===== src/rtl/cpu_io_bridge.sv =====
// ============================================================================
// Module      : cpu_io_bridge
// Description : Host-side endpoint of the CPU's two-word I/O interface. It
//               presents host words on CPUIn and queues CPUOut changes.
//               Optional macro IO_TIMESTAMP_EN adds a per-entry cycle stamp.
// Revision    : 1.0 - initial release
// ============================================================================
`default_nettype none

module cpu_io_bridge #(
  parameter int               WIDTH       = 32,
  parameter int               IN_DEPTH    = 4,
  parameter int               OUT_DEPTH   = 8,
  parameter int               HOLD_CYCLES = 8,
  parameter logic [WIDTH-1:0] RESET_IN    = 32'h00000FFF
) (
  input  logic                          CLK,
  input  logic                          Reset,
  input  logic [WIDTH-1:0]              CPUOut,
  output logic [WIDTH-1:0]              CPUIn,
  input  logic [WIDTH-1:0]              host_in_data,
  input  logic                          host_in_valid,
  output logic                          host_in_ready,
  output logic [WIDTH-1:0]              host_out_data,
  output logic                          host_out_valid,
  input  logic                          host_out_ready,
  output logic                          out_overflow,
`ifdef IO_TIMESTAMP_EN
  output logic [31:0]                   host_out_stamp,
`endif
  output logic [$clog2(IN_DEPTH):0]     in_level
);

  localparam int IAW = $clog2(IN_DEPTH);
  localparam int OAW = $clog2(OUT_DEPTH);
  localparam int CW  = (HOLD_CYCLES > 1) ? $clog2(HOLD_CYCLES) : 1;
  localparam logic [CW-1:0] HOLD_RELOAD = CW'(HOLD_CYCLES - 1);

  typedef enum logic [0:0] {
    IDLE = 1'b0,
    HOLD = 1'b1
  } state_t;

  // ---------------- input FIFO + presenter ----------------
  logic [WIDTH-1:0] in_mem_q [IN_DEPTH];
  logic [IAW:0]     in_wr_q, in_wr_d, in_rd_q, in_rd_d;
  state_t           state_q, state_d;
  logic [CW-1:0]    cnt_q, cnt_d;
  logic [WIDTH-1:0] cpuin_q, cpuin_d;
  logic             in_full, in_empty, in_push, in_pop;

  assign in_full       = (in_wr_q[IAW] != in_rd_q[IAW]) &&
                         (in_wr_q[IAW-1:0] == in_rd_q[IAW-1:0]);
  assign in_empty      = (in_wr_q == in_rd_q);
  assign host_in_ready = !in_full;
  assign in_push       = host_in_valid && !in_full;
  assign in_level      = in_wr_q - in_rd_q;
  assign CPUIn         = cpuin_q;

  always_comb begin
    state_d = state_q;
    cnt_d   = cnt_q;
    cpuin_d = cpuin_q;
    in_pop  = 1'b0;
    case (state_q)
      IDLE: begin
        if (!in_empty) begin
          in_pop  = 1'b1;
          cpuin_d = in_mem_q[in_rd_q[IAW-1:0]];
          cnt_d   = HOLD_RELOAD;
          state_d = HOLD;
        end
      end
      HOLD: begin
        if (cnt_q != '0) begin
          cnt_d = cnt_q - CW'(1);
        end else if (!in_empty) begin
          // Reload while the counter expires so consecutive words abut.
          in_pop  = 1'b1;
          cpuin_d = in_mem_q[in_rd_q[IAW-1:0]];
          cnt_d   = HOLD_RELOAD;
        end else begin
          state_d = IDLE;
        end
      end
      default: state_d = IDLE;
    endcase
    in_wr_d = in_wr_q + (IAW+1)'(in_push);
    in_rd_d = in_rd_q + (IAW+1)'(in_pop);
  end

  // ---------------- change capture + output FIFO ----------------
  logic [WIDTH-1:0] out_mem_q [OUT_DEPTH];
  logic [OAW:0]     out_wr_q, out_wr_d, out_rd_q, out_rd_d;
  logic [WIDTH-1:0] cpuout_q, cpuout_d;
  logic             ovf_q, ovf_d;
  logic             out_full, out_empty, out_pop, out_push, change;

  assign out_full       = (out_wr_q[OAW] != out_rd_q[OAW]) &&
                          (out_wr_q[OAW-1:0] == out_rd_q[OAW-1:0]);
  assign out_empty      = (out_wr_q == out_rd_q);
  assign host_out_valid = !out_empty;
  assign host_out_data  = out_mem_q[out_rd_q[OAW-1:0]];
  assign out_overflow   = ovf_q;

  always_comb begin
    change   = (CPUOut != cpuout_q);
    out_pop  = host_out_ready && !out_empty;
    // A simultaneous pop frees the slot the push lands in.
    out_push = change && (!out_full || out_pop);
    cpuout_d = change ? CPUOut : cpuout_q;
    ovf_d    = ovf_q | (change && out_full && !out_pop);
    out_wr_d = out_wr_q + (OAW+1)'(out_push);
    out_rd_d = out_rd_q + (OAW+1)'(out_pop);
  end

  always_ff @(posedge CLK) begin
    if (Reset) begin
      in_wr_q  <= '0;
      in_rd_q  <= '0;
      state_q  <= IDLE;
      cnt_q    <= '0;
      cpuin_q  <= RESET_IN;
      out_wr_q <= '0;
      out_rd_q <= '0;
      cpuout_q <= '0;
      ovf_q    <= 1'b0;
    end else begin
      in_wr_q  <= in_wr_d;
      in_rd_q  <= in_rd_d;
      state_q  <= state_d;
      cnt_q    <= cnt_d;
      cpuin_q  <= cpuin_d;
      out_wr_q <= out_wr_d;
      out_rd_q <= out_rd_d;
      cpuout_q <= cpuout_d;
      ovf_q    <= ovf_d;
    end
  end

  // Storage arrays need no reset; the pointers define what is valid.
  always_ff @(posedge CLK) begin
    if (in_push) begin
      in_mem_q[in_wr_q[IAW-1:0]] <= host_in_data;
    end
    if (out_push) begin
      out_mem_q[out_wr_q[OAW-1:0]] <= CPUOut;
    end
  end

`ifdef IO_TIMESTAMP_EN
  logic [31:0] cycle_q, cycle_d;
  logic [31:0] stamp_mem_q [OUT_DEPTH];

  assign cycle_d        = cycle_q + 32'd1;
  assign host_out_stamp = stamp_mem_q[out_rd_q[OAW-1:0]];

  always_ff @(posedge CLK) begin
    if (Reset) begin
      cycle_q <= '0;
    end else begin
      cycle_q <= cycle_d;
    end
  end

  always_ff @(posedge CLK) begin
    if (out_push) begin
      stamp_mem_q[out_wr_q[OAW-1:0]] <= cycle_q;
    end
  end
`endif

endmodule

`default_nettype wire


===== config.mk =====
export PLATFORM = sky130hd
export DESIGN_NAME = cpu_io_bridge
export DESIGN_NICKNAME = d
export VERILOG_FILES = /design/src/rtl/cpu_io_bridge.sv
export SDC_FILE = /design/constraint.sdc
export NUM_CORES = 1
export LEC_CHECK = 0
export BUFFER_PORTS_ARGS = -buffer_cell sky130_fd_sc_hd__buf_2
export CORE_ASPECT_RATIO = 0.9
export CORE_MARGIN = 5
export CORE_UTILIZATION = 45
export CTS_CLUSTER_SIZE = 12
export DETAILED_ROUTE_END_ITERATION = 8
export GPL_TIMING_DRIVEN = 0
export PLACE_DENSITY_LB_ADDON = 0.05
export SYNTH_ARGS = -nofsm -noshare
export SYNTH_HDL_FRONTEND = slang
export SYNTH_SLANG_ARGS = --single-unit

===== constraint.sdc =====
create_clock -name CLK -period 6.97 [get_ports CLK]
set_input_delay 1.0455 -clock CLK [delete_from_list [all_inputs] [get_ports CLK]]
set_output_delay 1.0455 -clock CLK [all_outputs]
set_load 0.02 [all_outputs]

# After elaboration in Yosys (flattened, before gate mapping)
# Memory sizes are Yosys's and may differ from the RTL's. A register that Yosys moved wholly into a read port is not among the register bits.
# Cells that the tools add are included.
# totals
ff_bits,83
ram_bits,384
in_bits,68
output_inout_bits,70
wordCells,57
n_memories,2
# mem_list
name,depth,word_bits,rd,rd_clocked_by_memory_dff,write_ports,line_no,source
out_mem_q,8,32,1,1,1,93,logic [WIDTH-1:0] out_mem_q [OUT_DEPTH];
in_mem_q,4,32,1,1,1,45,logic [WIDTH-1:0] in_mem_q [IN_DEPTH];
# op_classes
add_sub_neg,6
eq_ne,8
muxes,17
bitwise_logic,2
reduce_logical,13
# ops
operator,count
32-bit two-way mux,2
32-bit one-hot mux with 2 select lines,1
32-bit inequality test,1
3-bit two-way mux,3
4-bit by 1-bit adder with 4-bit output,2
1-bit logical AND,7
1-bit two-way mux,7
3-bit by 1-bit adder with 3-bit output,2
3-bit equality test,2
3-bit one-hot mux with 2 select lines,1
4-bit equality test,1
1-bit logical NOT,4
1-bit one-hot mux with 2 select lines,2
3-bit nonzero test,1
"3-bit by 1-bit subtractor with 3-bit output, second input constant",1
3-bit subtractor,1
2-bit equality test,1
2-bit two-way mux,1
1-bit inequality test,2
"2-bit inequality test, second input constant",1
1-bit logical OR,1
1-bit NOT,1
1-bit bitwise OR,1

# Longest topological paths before layout
# Gate-level depths: netlist of the first run.
# logic_depth
ltp_word,7
depth_mapped,13
depth_no_buf,9

# Worst setup path after synthesis of the first run
# OpenSTA, ideal clock, no wires.
# synth_path
path_kind,input port to flip-flop
start,input port CPUOut[5]
end,memory out_mem_q[4][0] (enable)
setup_time_ns,0.513
t_arrival_ns,4.910
required_ns,6.457
slack_ns,1.547
stages,5
path_buffers,0
path_cell_list,xor2_1 > nor4_1 > nand4_1 > o31ai_4 > nor4b_1
# synth_via
elab_chain_len,4
# synth_rtl
item,line_no,source
"start, declared",19,"input logic [WIDTH-1:0] CPUOut,"
32-bit inequality test,107,change = (CPUOut != cpuout_q);
1-bit logical AND,110,out_push = change && (!out_full || out_pop);
1-bit two-way mux,146,if (out_push) begin
1-bit two-way mux (implied by the code),147,out_mem_q[out_wr_q[OAW-1:0]] <= CPUOut;
"end, declared",93,
# No other way between the ends.

# Worst setup path in the final report of the first run
# layout_path
start,register in_rd_q[1]
end,output port host_in_ready
# layout_via
elab_chain_len,3
# layout_rtl
item,line_no,source
"start, declared",46,"logic [IAW:0] in_wr_q, in_wr_d, in_rd_q, in_rd_d;"
"start signal, assigned",130,in_rd_q <= in_rd_d;
2-bit equality test,53,(in_wr_q[IAW-1:0] == in_rd_q[IAW-1:0]);
1-bit logical AND,52,assign in_full = (in_wr_q[IAW] != in_rd_q[IAW]) &&
1-bit logical NOT,55,assign host_in_ready = !in_full;
"end, declared",23,"output logic host_in_ready,"
# No other way between the ends.

==> flow_summary.yaml, run 1 <==
clock_network:
  cts_tree: "done"
  clock-root-buffer: "clkbuf_16"
  cts_resized: 0
  clk_latency_ns: 0.56
  cts_buffers: 48
  htree_levels: 2
  cts.clk_slew.worst_paths_ns: 0.06
  post_cts_buffers: 0
  holdBufCountCts: 0
  cts.path.max_buffers: 3
  numClockSinks: 467
die:
  core_um2: 38500
  die_w_um: 218
  core.rowCount: 68
  die_area_um2: 43100
  pin_count: 138
  die_y_um: 198
  initial_utilization_pct: 45.7
sta:
  final-max-slew-violation-count: 0
  setup_slack_ns: 3.39
  worst_slew_pin_slew_ns: 1.05
  relSlewSlack_pct: 30.1
  setup_viol: 0
  fin_crit_ns: 3.58
  hold_violations: 0
  final.setup_skew_ns: 0.0167
  fmax_ghz: 0.279
  rsz0062_at_grt: "false"
  holdWs_ns: 0.450
  min_period_over_period_pct: 51.4
worst_setup_path:
  crit_path_start_kind: "register"
  cp_max_fo: 10
  cp.arrival_ns: 2.54
  cp_data_required_time_ns: 5.92
  r2r_cells: 10
  end_kind: "primary output"
  path_class: "register to primary output"
power_and_ir_drop:
  clkPwrFrac_pct: 32.8
  combPwrFrac_pct: 20.7
  p_seq_share_pct: 46.5
  power_density_nw_per_um2: 342
  p_sw_share_pct: 27.0
  switchingPower_mw: 1.93
  p_int_mw: 5.22
  ir_worst_vdd_mv: 0.211
  total_power_mw: 7.15
  power.leakage_nw: 7.22
synthesis:
  synth-seq-cells: 467
  avgSynthCellArea_um2: 19.5
  synth_cells: 902
  syn-num-nets: 983
  synth_edf_count: 384
  synth_cell_types: 32
  ys_seq_area_share_pct: 75.0
  async_reset_ff_share_pct: 0
  syn_area_um2: 17600
  synth_flop_cell: "edfxtp_1"
  synth.yosys.warnings: 0
detailed_routing:
  first_pass_iters: 5
  drc: 0
  ant_nets: 0
  first_iter_violations: 562
  wl_um: 36400
  via_per_inst: 5.07
  vias: 8612
  routedWlPerCell_um: 21.4
place:
  portBuffers: 136
  place_inst: 1609
  dp_worst_setup_slack_ns: 3.11
  place_congestion: 0.729
  hpwl_um: 25000
global_route:
  grt_use_total_pct: 17.0
  grt-ovfl-total: 0
  grt_max_degree: 24
  grt_pass1_wl_um: 55500
  grt_pass1_vias: 9000
  antenna_found_initial: 4
layout:
  synthToLayoutAreaGrowth_pct: 18.9
  final-instance-count-excl-fill: 1698
  antenna_cells: 0
  layout_common_cells: "edfxtp_1 (384), buf_2 (155), mux4_2 (96)"
  final_core_util_pct: 54.3
  layout_commonest_cell: "edfxtp_1"
  drive_gt1_share_pct: 34.9
  finalNetCount: 1215
run_status:
  outcome: "finished, final reports clean"
flow_run:
  maxCapViolCount: 0
hold_path:
  min_path_type: "register to register"
  whs_path_depth: 2
[metal layers]
| layer | track usage, % | vias up | share of wire, % |
|---|---|---|---|
| met5 | 0 | - | 0.11 |
| met4 | 3.70 | 8 | 1.7 |
| met3 | 3.82 | 57 | 5.0 |
| met2 | 28.8 | 183 | 50 |
| met1 | 22.7 | 4369 | 43 |
| li1 | - | 3995 | - |
[Yosys cell counts, drive strengths merged, types with 4 or more instances]
cell type	count	area, um^2
edfxtp	384	11500
mux4	96	2160
dfxtp	83	1660
nand2	68	255
nor2b	41	257
xor2	34	298
mux2	32	360
buf	28	185
a21oi	20	100
clkbuf	17	63.8
nand3b	14	105
ha	12	150
inv	11	41.3
nor2	11	41.3
nor3	10	50.1
xnor2	10	87.6
nor4	9	56.3
nand3	4	20.0
[worst paths after layout]
kind / slack (ns) / start / end
min: 0.45 / CPUIn[25] / CPUIn[25]
max: 3.39 / in_rd_q[1] / host_in_ready
min reg2reg: 0.45 / CPUIn[25] / CPUIn[25]
max reg2reg: 3.56 / in_rd_q[1] / in_mem_q[2][22]
[power groups by stage]
stage / logic, mW / registers [mW] / clock network [mW]
2_1_floorplan: 0.925 / 3.46 / 0
3_5_place_dp: 1.51 / 3.38 / 0
6_report: 1.48 / 3.33 / 2.34
3_3_place_gp: 1.46 / 3.40 / 0
4_1_cts: 1.52 / 3.33 / 2.41
5_1_grt: 1.63 / 3.35 / 2.54
[logic make-up after synthesis]
group	share of synthesized area [%]
fa+ha+maj	0.968
buf+inv	1.65
flops	75.0
xor+xnor	2.19
compound gates	0.946
simple gates	4.88
mux	14.3
[through the flow]
| stage | instance area [um^2] | setup TNS, ns |
|---|---|---|
| after floorplan | 17600 | 0 |
| after global placement | 18900 | -379.98 |
| after detailed placement | 19500 | 0 |
| after CTS | 20900 | 0 |
| after global routing | 20900 | 0 |
| final | 20900 | 0 |
[worst max-delay path: stages (launching register included)]
cell,delay (ns)
dfxtp_1,0.40
clkbuf_1,0.28
clkbuf_1,0.54
inv_1,0.11
ha_1,0.32
nand3b_1,0.15
buf_2,0.19
[sequential cells by signal, summed over array words and instances, names as in the netlist]
| name | cells |
|---|---|
| out_rd_q | 4 |
| in_rd_q | 3 |
| out_overflow | 1 |
| CPUIn | 32 |
| in_wr_q | 3 |
| out_mem_q | 256 |
| state_q | 1 |
| in_mem_q | 128 |
| out_wr_q | 4 |
| cnt_q | 3 |
| cpuout_q | 32 |
[area by class of cell]
class	instances	area, um^2
fill	3130	17600
sequential	467	13200
multi-input combinational	379	4180
clock buffer	76	1330
timing repair buffer	182	1160
tap	525	657
buffer	45	249
clock inverter	13	91.3
inverter	11	41.3
Power figures use the tool's default switching activity.
==> run 2: changes to the inputs <==
- clock period: 6.97 -> 3.5 ns (I/O delays scaled with it)
==> run 2 against run 1 <==
Net effect:
- register-to-register slack got worse by 3.3 ns
- clock power increased by 100%
- routed wire length increased by 0.90%
- critical path depth increased by 3
- largest power group unchanged
- via count decreased by 0.64%
- first-iteration DRC count decreased by 14%
- highest routed layer unchanged
- critical endpoint is now in_mem_q[0][27]
- core utilization increased by 0.27 points
==> flow_summary.yaml, run 2 (synthesis results as in run 1) <==
run_status:
  outcome: "finished, final reports clean"
place:
  hpwl_um: 24800
  place_congestion: 0.696
  portBuffers: 136
  place_inst: 1598
  dp_worst_setup_slack_ns: -0.0643
  placed_cell_area_um2: 19500
die:
  initial_utilization_pct: 45.7
  core_um2: 38500
  core.rowCount: 68
  die_y_um: 198
  die_w_um: 218
  die_area_um2: 43100
  pin_count: 138
global_route:
  grt_use_met1_pct: 23.1
  antenna_found_initial: 3
  grt_pass1_vias: 9126
  gr-max-usage-layer: "met2"
  grt_max_degree: 19
  grt-ovfl-total: 0
  grt_use_total_pct: 17.2
  grt_pass1_wl_um: 56100
  grt_use_met3_pct: 3.63
  use_met2_pct: 29.4
power_and_ir_drop:
  ir_worst_vdd_mv: 0.459
  p_int_mw: 10.5
  p_seq_share_pct: 46.1
  power_density_nw_per_um2: 684
  p_sw_share_pct: 26.7
  total_power_mw: 14.4
  combPwrFrac_pct: 20.7
  switchingPower_mw: 3.84
  power.leakage_nw: 7.23
  clkPwrFrac_pct: 33.1
clock_network:
  cts.clk_slew.worst_paths_ns: 0.06
  clock-root-buffer: "clkbuf_16"
  cts_buffers: 47
  cts.path.max_buffers: 3
  htree_levels: 2
  cts_tree: "done"
  holdBufCountCts: 0
  post_cts_buffers: 0
  numClockSinks: 467
  clk_latency_ns: 0.55
  cts_resized: 1
sta:
  setup_viol: 0
  hold_violations: 0
  fin_crit_ns: 3.20
  fmax_ghz: 0.312
  holdWs_ns: 0.190
  final.setup_skew_ns: 0.0116
  final-max-slew-violation-count: 0
  rsz0062_at_grt: "false"
  min_period_over_period_pct: 91.5
  relSlewSlack_pct: 32.6
  worst_slew_pin_slew_ns: 1.01
  setup_slack_ns: 0.298
  setup_tns_ns: 0
layout:
  final-instance-count-excl-fill: 1685
  layout_commonest_cell: "edfxtp_1"
  final_core_util_pct: 54.6
  finalNetCount: 1203
  synthToLayoutAreaGrowth_pct: 19.5
  layout_common_cells: "edfxtp_1 (384), buf_2 (155), mux4_2 (96)"
  finalInstanceArea_um2: 21000
  drive_gt1_share_pct: 34.5
  largest_register_ff_count: 256
detailed_routing:
  wl_um: 36700
  routedWlPerCell_um: 21.8
  ant_nets: 0
  vias: 8557
  first_pass_iters: 5
  first_iter_violations: 481
  via_per_inst: 5.08
  drc: 0
flow_run:
  maxCapViolCount: 0
worst_setup_path:
  path_class: "register to register"
  cp.arrival_ns: 3.45
  rrSetupSlack_ns: 0.30
  end_kind: "register"
  crit_path_start_kind: "register"
  cp_max_fo: 14
  cp_data_required_time_ns: 3.75
hold_path:
  min_path_type: "input pin to register"
[run 2: cell count changes in the layout (fill, tap and decap cells not counted), moves of 2 or more]
cell      delta
nor3_4       +4
clkinv_2     -3
buf_6       -10
buf_4        -8
buf_16       +8
clkinv_1     -5
nor3_2       -4
inv_6        -2
clkbuf_8     +6
[run 2: final cells by class]
cell class / instances / area [um^2]
buffer: 45 / 250
inverter: 11 / 41.3
antenna: 1 / 2.50
tap: 525 / 657
multi-input combinational: 379 / 4220
sequential: 467 / 13200
clock inverter: 3 / 40.0
fill: 3095 / 17500
clock buffer: 83 / 1410
timing repair buffer: 171 / 1190
[run 2: routing by layer]
layer | share of wire (%) | wire length (um)
met1 | 43 | 15900
met2 | 51 | 18600
met3 | 4.5 | 1650
met4 | 1.4 | 510
met5 | 0.093 | 34
[run 2: power groups by stage]
stage / Sequential, mW / Clock [mW] / Combinational (mW)
after floorplan: 6.89 / 0 / 1.85
after global placement: 6.77 / 0 / 2.93
after detailed placement: 6.74 / 0 / 3.05
after CTS: 6.63 / 4.90 / 3.06
after global routing: 6.67 / 5.12 / 3.27
final: 6.63 / 4.76 / 2.98
[run 2: critical path, stage by stage (launching register included)]
cell,delay [ns]
dfxtp_1,0.41
clkbuf_1,0.32
clkbuf_2,0.37
inv_1,0.09
ha_1,0.30
nand3b_1,0.16
nand2_1,0.27
nor3_4,0.60
buf_16,0.22
buf_16,0.16
[run 2: path summary, 6_finish.rpt]
path / from / end / cells after the start
worst max register to register: in_rd_q[1] / in_mem_q[0][27] / 9
worst min register to register: CPUIn[26] / CPUIn[26] / 2
worst min-delay path: host_in_data[3] / in_mem_q[0][3] / 1
worst max-delay path: in_rd_q[1] / in_mem_q[0][27] / 9
==> run 3: changes to the inputs <==
- MAX_ROUTING_LAYER: default -> met4
==> run 3 against run 2 <==
Net effect:
- hold slack got worse by 0.00057 ns
- sequential cell count unchanged
- core utilization about the same
- power about the same
- die area unchanged
- global-route usage increased by 0.52 points
- design area about the same
- clock power about the same
- non-clock buffer count unchanged
- critical endpoint unchanged
- largest cell class unchanged
- highest routed layer is now met4
==> flow_summary.yaml, run 3 (synthesis results as in run 1) <==
run_status:
  outcome: "finished, final reports clean"
place:
  placed_cell_area_um2: 19500
  hpwl_um: 24800
  portBuffers: 136
  place_inst: 1598
  place_congestion: 0.704
die:
  die_area_um2: 43100
  core.rowCount: 68
  initial_utilization_pct: 45.7
  pin_count: 138
  core_um2: 38500
  die_w_um: 218
  die_y_um: 198
worst_setup_path:
  r2r_cells: 9
  path_class: "register to register"
  cp.arrival_ns: 3.45
  cp_max_fo: 14
  end_kind: "register"
  crit_path_start_kind: "register"
  timing.rr.end: "in_mem_q[0][27]"
  timing.rr.start: "in_rd_q[1]"
  crit_chain: "clkbuf_1, clkbuf_2, inv_1, ha_1, nand3b_1, nand2_1, nor3_4, buf_16, buf_16"
  rrSetupSlack_ns: 0.30
  crit_slowest_cell: "nor3_4"
  cp_data_required_time_ns: 3.75
  crit_path_max_incr_delay_ns: 0.61
  crit_path_frequent_cell: "buf_16"
detailed_routing:
  vias: 8524
  first_pass_iters: 4
  ant_nets: 0
  via_per_inst: 5.05
  routedWlPerCell_um: 21.7
  drc: 0
  wl_um: 36700
  first_iter_violations: 475
sta:
  worst_slew_pin_slew_ns: 0.997
  rsz0062_at_grt: "false"
  relSlewSlack_pct: 33.4
  fmax_ghz: 0.312
  final-max-slew-violation-count: 0
  hold_violations: 0
  setup_viol: 0
  min_period_over_period_pct: 91.5
  fin_crit_ns: 3.20
  final.setup_skew_ns: 0.0111
global_route:
  grt_pass1_vias: 9117
  grt_pass1_wl_um: 56000
  grt-ovfl-total: 0
  grt_use_met1_pct: 23.1
  gr-max-usage-layer: "met2"
  grt_use_met3_pct: 3.51
  antenna_found_initial: 3
  use_met2_pct: 29.4
  grt_use_total_pct: 17.7
  grt_max_degree: 19
clock_network:
  numClockSinks: 467
  htree_levels: 2
  clk_latency_ns: 0.55
  cts.path.max_buffers: 3
  cts_tree: "done"
  clock-root-buffer: "clkbuf_16"
  cts.clk_slew.worst_paths_ns: 0.06
  cts_buffers: 47
layout:
  multi_input_area_um2: 4220
  finalNetCount: 1203
  seqCellArea_um2: 13200
  layout_commonest_cell: "edfxtp_1"
  finalInstanceArea_um2: 21000
  largest_register_ff_count: 256
  n_fill_cell: 3093
  layout_common_cells: "edfxtp_1 (384), buf_2 (155), mux4_2 (96)"
  synthToLayoutAreaGrowth_pct: 19.5
  final-instance-count-excl-fill: 1687
  drive_gt1_share_pct: 34.5
power_and_ir_drop:
  power.leakage_nw: 7.23
  power_density_nw_per_um2: 684
  ir_worst_vdd_mv: 0.458
hold_path:
  whs_path_depth: 1
  whs_endpoint: "in_mem_q[0][3]"
  min_path_type: "input pin to register"
  hold_start: "host_in_data[3]"
flow_run:
  maxCapViolCount: 0
-- run 3: what timing repair did --
| item | in CTS | in global routing |
|---|---|---|
| hold buffers | 0 | 0 |
| hold endpoints to repair | 0 | 0 |
| resized for setup | 1 | 0 |
| setup endpoints to repair | 14 | 0 |
| setup buffers | 0 | 0 |
-- run 3: cell type report --
type	instances	share of cell area, %
clock buffer	83	6.73
timing repair buffer	171	5.67
multi-input combinational	379	20.1
sequential	467	62.8
buffer	45	1.19
antenna	3	0.0357
tap	525	3.13
inverter	11	0.197
clock inverter	3	0.191
-- run 3: worst max-delay path: cells and delay by family, from the launching register on --
kind,cells,cell delay (ns)
buffers and inverters,5,1.15
adder cells (fa/ha/maj),1,0.30
flip-flops,1,0.41
AND/OR/NAND/NOR,3,1.04
-- run 3: where the power goes --
part / internal, mW / switching, mW
combinational: 1.27 / 1.70
clock: 2.79 / 1.97
sequential: 6.46 / 0.167
total: 10.5 / 3.84
-- run 3: how the worst max path moves through the flow --
stage,start,to,slack [ns]
2_1_floorplan,CPUOut[5],out_mem_q[1][0],-1.38
3_3_place_gp,CPUOut[25],out_mem_q[1][15],-5.94
3_5_place_dp,in_rd_q[1],in_mem_q[0][24],-0.06
4_1_cts,in_rd_q[1],in_mem_q[0][26],0.22
5_1_grt,in_rd_q[1],in_mem_q[0][9],0.08
6_report,in_rd_q[1],in_mem_q[0][27],0.30
-- run 3: routing by layer --
layer / vias to the layer above / wire length, um
met3: 42 / 1790
met5: - / 0
li1: 3974 / -
met1: 4357 / 15900
met2: 151 / 18500
met4: 0 / 501
-- run 3: stage by stage --
step	util [%]	power (mW)	worst slack (ns)	setup TNS [ns]	hold WS [ns]
6_report	54.6	14.4	0.298	0	0.189
3_3_place_gp	49.3	9.71	-5.94	-1112.77	0.434
2_1_floorplan	-	8.74	-1.38	-166.42	0.425
4_1_cts	54.6	14.6	0.223	0	0.161
3_5_place_dp	50.8	9.80	-0.0643	-0.887	0.447
5_1_grt	54.6	15.1	0.0760	0	0.170
